File: config.mk
export PLATFORM = sky130hd
export DESIGN_NAME = psum_drain
export DESIGN_NICKNAME = d
export VERILOG_FILES = /design/src/rtl/psum_drain_pkg.sv /design/src/rtl/psum_skid_fifo.sv /design/src/rtl/psum_drain.sv
export SDC_FILE = /design/constraint.sdc
export NUM_CORES = 1
export LEC_CHECK = 0
export ABC_AREA = 1
export BUFFER_PORTS_ARGS = -buffer_cell sky130_fd_sc_hd__buf_2
export CORE_MARGIN = 2
export CORE_UTILIZATION = 40
export CTS_CLUSTER_SIZE = 16
export DETAILED_ROUTE_END_ITERATION = 8
export MAX_ROUTING_LAYER = met4
export PLACE_DENSITY_LB_ADDON = 0.25
export SLEW_MARGIN = 15
export SYNTH_ARGS = -nofsm -noshare
export SYNTH_HDL_FRONTEND = slang
export SYNTH_HIERARCHICAL = 1
export SYNTH_SLANG_ARGS = --single-unit
File: constraint.sdc
create_clock -name i_clk -period 9.6 [get_ports i_clk]
set_clock_uncertainty 0.1 [all_clocks]
set_input_delay 0.96 -clock i_clk [delete_from_list [all_inputs] [get_ports i_clk]]
set_output_delay 0.96 -clock i_clk [all_outputs]
set_load 0.01 [all_outputs]
File: src/rtl/psum_drain_pkg.sv
// rtl/psum_drain_pkg.sv - shared defaults, FSM state type and lane slicing helper for psum_drain
package psum_drain_pkg;

  localparam int COL_DEF     = 8;
  localparam int PSUM_BW_DEF = 16;
  localparam int NUM_INP_DEF = 64;
  localparam int ADDR_W_DEF  = 11;

  typedef enum logic [1:0] {
    ST_IDLE  = 2'd0,
    ST_READ  = 2'd1,
    ST_DRAIN = 2'd2,
    ST_DONE  = 2'd3
  } state_t;

  // Low bit index of lane k inside a packed row of bw-bit lanes.
  function automatic int lane_lsb(input int k, input int bw);
    return k * bw;
  endfunction

endpackage

File: src/rtl/psum_skid_fifo.sv
// rtl/psum_skid_fifo.sv - two-entry registered FIFO holding drained psum rows
//
// Ports:
//   i_clk, i_reset : clock, synchronous active-high reset
//   i_push, i_data : write one entry (caller guarantees space)
//   i_pop          : remove head entry (ignored when empty)
//   o_data         : head entry, straight from storage registers
//   o_cnt          : number of entries held (0..2)
module psum_skid_fifo #(
  parameter int W = 129
) (
  input  logic         i_clk,
  input  logic         i_reset,
  input  logic         i_push,
  input  logic [W-1:0] i_data,
  input  logic         i_pop,
  output logic [W-1:0] o_data,
  output logic [1:0]   o_cnt
);

  logic [W-1:0] r_mem [0:1];
  logic         r_wptr;
  logic         r_rptr;
  logic [1:0]   r_cnt;
  logic         w_pop;

  assign w_pop  = i_pop && (r_cnt != 2'd0);
  assign o_data = r_mem[r_rptr];
  assign o_cnt  = r_cnt;

  always_ff @(posedge i_clk) begin
    if (i_reset) begin
      r_mem[0] <= '0;
      r_mem[1] <= '0;
      r_wptr   <= 1'b0;
      r_rptr   <= 1'b0;
      r_cnt    <= 2'd0;
    end else begin
      if (i_push) begin
        r_mem[r_wptr] <= i_data;
        r_wptr        <= ~r_wptr;
      end
      if (w_pop) begin
        r_rptr <= ~r_rptr;
      end
      case ({i_push, w_pop})
        2'b10:   r_cnt <= r_cnt + 2'd1;
        2'b01:   r_cnt <= r_cnt - 2'd1;
        default: r_cnt <= r_cnt;
      endcase
    end
  end

endmodule

File: src/rtl/psum_drain.sv
// rtl/psum_drain.sv - reads psum SRAM rows after compute, optional ReLU, streams rows out
//
// Ports:
//   i_clk, i_reset       : clock, synchronous active-high reset
//   i_start, i_relu_en   : begin drain (IDLE only); ReLU enable latched with start
//   o_psum_cen/o_psum_addr/i_psum_dout : psum SRAM read port (data one cycle after cen=0)
//   o_out_data/o_out_valid/i_out_ready/o_out_last : row stream, last on row NUM_INP-1
//   o_busy, o_done       : drain in progress; one-cycle completion pulse
module psum_drain
  import psum_drain_pkg::*;
#(
  parameter int COL     = COL_DEF,
  parameter int PSUM_BW = PSUM_BW_DEF,
  parameter int NUM_INP = NUM_INP_DEF,
  parameter int ADDR_W  = ADDR_W_DEF
) (
  input  logic                   i_clk,
  input  logic                   i_reset,
  input  logic                   i_start,
  input  logic                   i_relu_en,
  output logic                   o_psum_cen,
  output logic [ADDR_W-1:0]      o_psum_addr,
  input  logic [COL*PSUM_BW-1:0] i_psum_dout,
  output logic [COL*PSUM_BW-1:0] o_out_data,
  output logic                   o_out_valid,
  input  logic                   i_out_ready,
  output logic                   o_out_last,
  output logic                   o_busy,
  output logic                   o_done
);

  localparam int DW = COL * PSUM_BW;

  state_t            r_state;
  state_t            w_state_nxt;
  logic [ADDR_W-1:0] r_addr;
  logic              r_inflight;
  logic              r_inflight_last;
  logic              r_relu_en;

  logic              w_pop;
  logic              w_issue;
  logic              w_last_addr;
  logic [2:0]        w_occ;
  logic [1:0]        w_cnt;
  logic [DW:0]       w_head;
  logic [DW-1:0]     w_relu_row;

  assign w_pop       = o_out_valid & i_out_ready;
  // Rows already committed (buffered + in flight) after this cycle's pop;
  // keeping this below 2 is what makes FIFO overflow impossible.
  assign w_occ       = {1'b0, w_cnt} + {2'b00, r_inflight} - {2'b00, w_pop};
  assign w_issue     = (r_state == ST_READ) && (w_occ < 3'd2);
  assign w_last_addr = (r_addr == ADDR_W'(NUM_INP - 1));

  always_comb begin
    w_state_nxt = r_state;
    case (r_state)
      ST_IDLE:  if (i_start) w_state_nxt = ST_READ;
      ST_READ:  if (w_issue && w_last_addr) w_state_nxt = ST_DRAIN;
      // w_occ==0 means nothing in flight and the FIFO empties this cycle,
      // so done lands exactly one cycle after the final transfer.
      ST_DRAIN: if (w_occ == 3'd0) w_state_nxt = ST_DONE;
      ST_DONE:  w_state_nxt = ST_IDLE;
      default:  w_state_nxt = ST_IDLE;
    endcase
  end

  assign o_psum_cen  = ~w_issue;
  assign o_psum_addr = r_addr;
  assign o_busy      = (r_state == ST_READ) || (r_state == ST_DRAIN);
  assign o_done      = (r_state == ST_DONE);

  always_ff @(posedge i_clk) begin
    if (i_reset) begin
      r_state         <= ST_IDLE;
      r_addr          <= '0;
      r_inflight      <= 1'b0;
      r_inflight_last <= 1'b0;
      r_relu_en       <= 1'b0;
    end else begin
      r_state         <= w_state_nxt;
      r_inflight      <= w_issue;
      r_inflight_last <= w_issue && w_last_addr;
      if (r_state == ST_IDLE && i_start) begin
        r_relu_en <= i_relu_en;
        r_addr    <= '0;
      end else if (w_issue) begin
        r_addr <= r_addr + ADDR_W'(1);
      end
    end
  end

  for (genvar k = 0; k < COL; k++) begin : g_lane
    logic [PSUM_BW-1:0] w_lane;
    assign w_lane = i_psum_dout[lane_lsb(k, PSUM_BW) +: PSUM_BW];
    assign w_relu_row[lane_lsb(k, PSUM_BW) +: PSUM_BW] =
      (r_relu_en && w_lane[PSUM_BW-1]) ? '0 : w_lane;
  end

  psum_skid_fifo #(
    .W (DW + 1)
  ) u_fifo (
    .i_clk   (i_clk),
    .i_reset (i_reset),
    .i_push  (r_inflight),
    .i_data  ({r_inflight_last, w_relu_row}),
    .i_pop   (w_pop),
    .o_data  (w_head),
    .o_cnt   (w_cnt)
  );

  assign o_out_valid = (w_cnt != 2'd0);
  assign o_out_data  = w_head[DW-1:0];
  assign o_out_last  = o_out_valid & w_head[DW];

endmodule

==> run summary <==
Status - complete, no violations
Final Net Count - 1,688
Final instance area - 15,800 um^2
Wirelength, routed - 29,600 um
Hold WC Path Type - flop to flop
Layout Utilization - 48.7%
Layout cells sized above 1 - 22.9%
Max_cap viols - 0
GR peak layer - met2
Starting Density - 40.6%
Fraction of the cycle the final worst path needs - 42.3%
DR iter-0 viols - 510
Mapped Nets - 1,426
Sw Pwr - 845 uW
Critical path data arrival time - 3000 ps
Worst hold slack - 400 ps
Initial antenna violation count - 2
Largest net degree at the start of global routing - 84
Worst Setup End Kind - output pin
Post-CTS sizing - 0
Total GRT Usage - 17.1%
Final worst slack - 5540 ps
Core Rows - 66
Total stage count of the critical path - 3
Routability Congestion - 0.810
Pwr dens - 196 nW/um^2
Post-CTS Hold Buffers - 0
CTS sink cnt - 279
Setup tns final - 0 ps
Area Overhead vs Synth - 20.0%
CTS root buffer - clkbuf_16
Synthesized area - 13,200 um^2
Unique masters post-synth - 32
Remaining antenna violation count - 0
Synth warn - 6
Clock transition at path regs - 60 ps
Die Span X - 186 um
Clock latency on the worst-skew pair - 530 ps
Met3 Usage GRT - 3.35%
Detailed Routing Iterations Pass 1 - 5
Fmax - 0.246 GHz
Int Pwr - 2.26 mW
Hold path cells - 2
Vias in the first global route - 8,678
Slowest stage delay, CP - 1040 ps
R2R depth - 6
Final Slew Violations - 0
# DRC - 0
Switch share - 27.2%
Seq/Total Area, Yosys - 61.9%
Unrepaired setup endpoints after global routing - false
Vias per inst - 4.48
Die Area - 34,500 um^2
Vias post-DR - 9,002
WP buf/inv - 2
Avg Inst Size Synth - 10.3 um^2
Critical-path cell list - buf_4, mux2_1, buf_2
R2R Setup Slk - 6260 ps
Slew margin rel. - 28.5%
Sequential share of power - 48.0%
Global route overflow - 0
Hold Path Origin - u_fifo/r_rptr$_SDFFE_PP0P_
Total power - 3.11 mW
Combinational Power Share - 18.0%
Min Clock Period, post-route - 4060 ps
Slowest cell on the critical path - dfxtp_4
Dpl hpwl - 18,700 um
Worst reg2reg startpoint - r_inflight$_SDFF_PP0_
Maximum fanout along the worst path - 72
Top Family by Delay on Critical Path - flip-flops
Filler cells - 3,162
Crit path required time - 8540 ps
Top-Level Pins - 277
Worst r2r dst - u_fifo/r_mem[0][110]$_SDFFCE_PN0P_
Synthesized flop and latch total - 279
CTS Buffer Depth - 3
Synth Instances - 1,283
First-pass GRT wire length - 45,300 um
Pre-CTS WS - 5290 ps
H-tree levels - 1
Clock power frac - 34.0%
Finish-stage setup viols - 0
Clock tree from TritonCTS - built
Count of buffers from port buffering - 276
GRT met2 Usage - 28.0%
Setup Fix Bufs, Post-CTS - 0
Cells after DPL - 1,955
Worst setup SP type - flop
Worst-Margin Slew - 1070 ps
Fin cells - 2,009
Floorplan core area - 32,500 um^2
CTS Buf Count - 30
Met1 usage - 22.4%
Final Hold Viols - 0
WL/cell - 14.7 um
Peak supply drop - 0.000135 V
Die height - 186 um
Placed inst area - 14,900 um^2
Kind of critical path - flop to output pin
P_leak - 7.64 nW
[worst max path at each step]
stage                        from  slack [ps]                                end
after floorplan           i_reset        4750   u_fifo/r_mem[1][0]$_SDFFCE_PN0P_
after global placement    i_reset        5300  u_fifo/r_mem[1][58]$_SDFFCE_PN0P_
after detailed placement  i_reset        5290  u_fifo/r_mem[1][58]$_SDFFCE_PN0P_
after CTS                    flop        5420                     o_out_data[40]
after global routing         flop        5370                     o_out_data[40]
final                        flop        5540                     o_out_data[67]
[cell usage in the layout (no fill, tap or decap), types with 2 or more instances in the layout]
master,count
nand2_4,4
nor3_1,5
ha_1,9
inv_2,5
o21a_1,2
a21oi_1,9
clkinv_1,5
o21ai_0,5
buf_2,276
inv_1,292
clkbuf_1,9
nand2_2,2
buf_4,7
nor2_2,3
nor2_1,416
diode_2,2
edfxtp_1,258
clkbuf_16,31
mux2_2,19
clkinvlp_4,2
dfxtp_1,20
nand4_1,3
clkinv_2,4
nand3_1,10
mux2_1,110
nand2_1,47
[state kept, by name, summed over array words and instances, names as in the netlist, named ones only]
signal           count
u_fifo/o_cnt         2
r_inflight_last      1
o_psum_addr         11
u_fifo/r_mem       258
r_relu_en            1
r_inflight           1
r_state              2
u_fifo/r_rptr        1
u_fifo/r_wptr        1
[cell families after synthesis]
logic type / after synthesis / share of synthesized area, %
fa+ha+maj: 10 / 1.00
xor+xnor: 2 / 0.133
simple gates: 496 / 14.7
mux: 129 / 11.0
buf+inv: 350 / 10.6
flops: 279 / 61.9
compound gates: 17 / 0.682
[tightest hold or removal path: stages (launching register included)]
cell and delay (ps):
dfxtp_1 320, nor2_1 60, nor2_1 80
[power groups by stage]
stage          Clock, mW  Sequential [mW]  Combinational [mW]
3_5_place_dp           0             1.52               0.566
3_3_place_gp           0             1.51               0.558
5_1_grt             1.13             1.50               0.631
2_1_floorplan          0             1.51               0.365
4_1_cts             1.08             1.49               0.571
6_report            1.06             1.49               0.559
[routing by layer]
metal / up-vias / wire length (um)
li1: 4500 / -
met1: 4201 / 13100
met2: 257 / 13800
met3: 44 / 2050
met4: 0 / 563
met5: - / 0
[synth_stat cells]
cell type  count  area [um^2]
xnor2_1        1         8.76
inv_2          5         18.8
mux2_2        19          214
buf_2         25          125
o21ai_0        5         25.0
nand3_1       11         55.1
nand2_1       50          188
buf_4         13         97.6
fa_1           1         20.0
nor2_1       416         1560
dfxtp_1       21          420
ha_1           9          113
nor2_4         1         11.3
nand3_2        1         10.0
nand2_4        1         11.3
nand2_2        2         12.5
o21a_1         2         15.0
nor2_2         3         18.8
xor2_1         1         8.76
nor3_1         5         25.0
o21ai_1        1         5.00
buf_1          7         26.3
nor3b_2        1         12.5
a21oi_1        9         45.0
edfxtp_1     258         7750
inv_1        292         1100
nor3b_1        1         7.51
clkbuf_1       7         26.3
and3_1         1         6.26
nand4_1        3         18.8
mux2_1       110         1240
buf_6          1         11.3
[layout make-up]
type	instances	area, um^2	share of cell area [%]
tap	442	553	3.49
sequential	279	8170	51.6
clock buffer	40	810	5.11
clock inverter	12	83.8	0.529
timing repair buffer	283	1430	9.05
multi-input combinational	654	3670	23.1
inverter	297	1110	7.04
antenna	2	5.00	0.0316
Power figures use the tool's default switching activity.
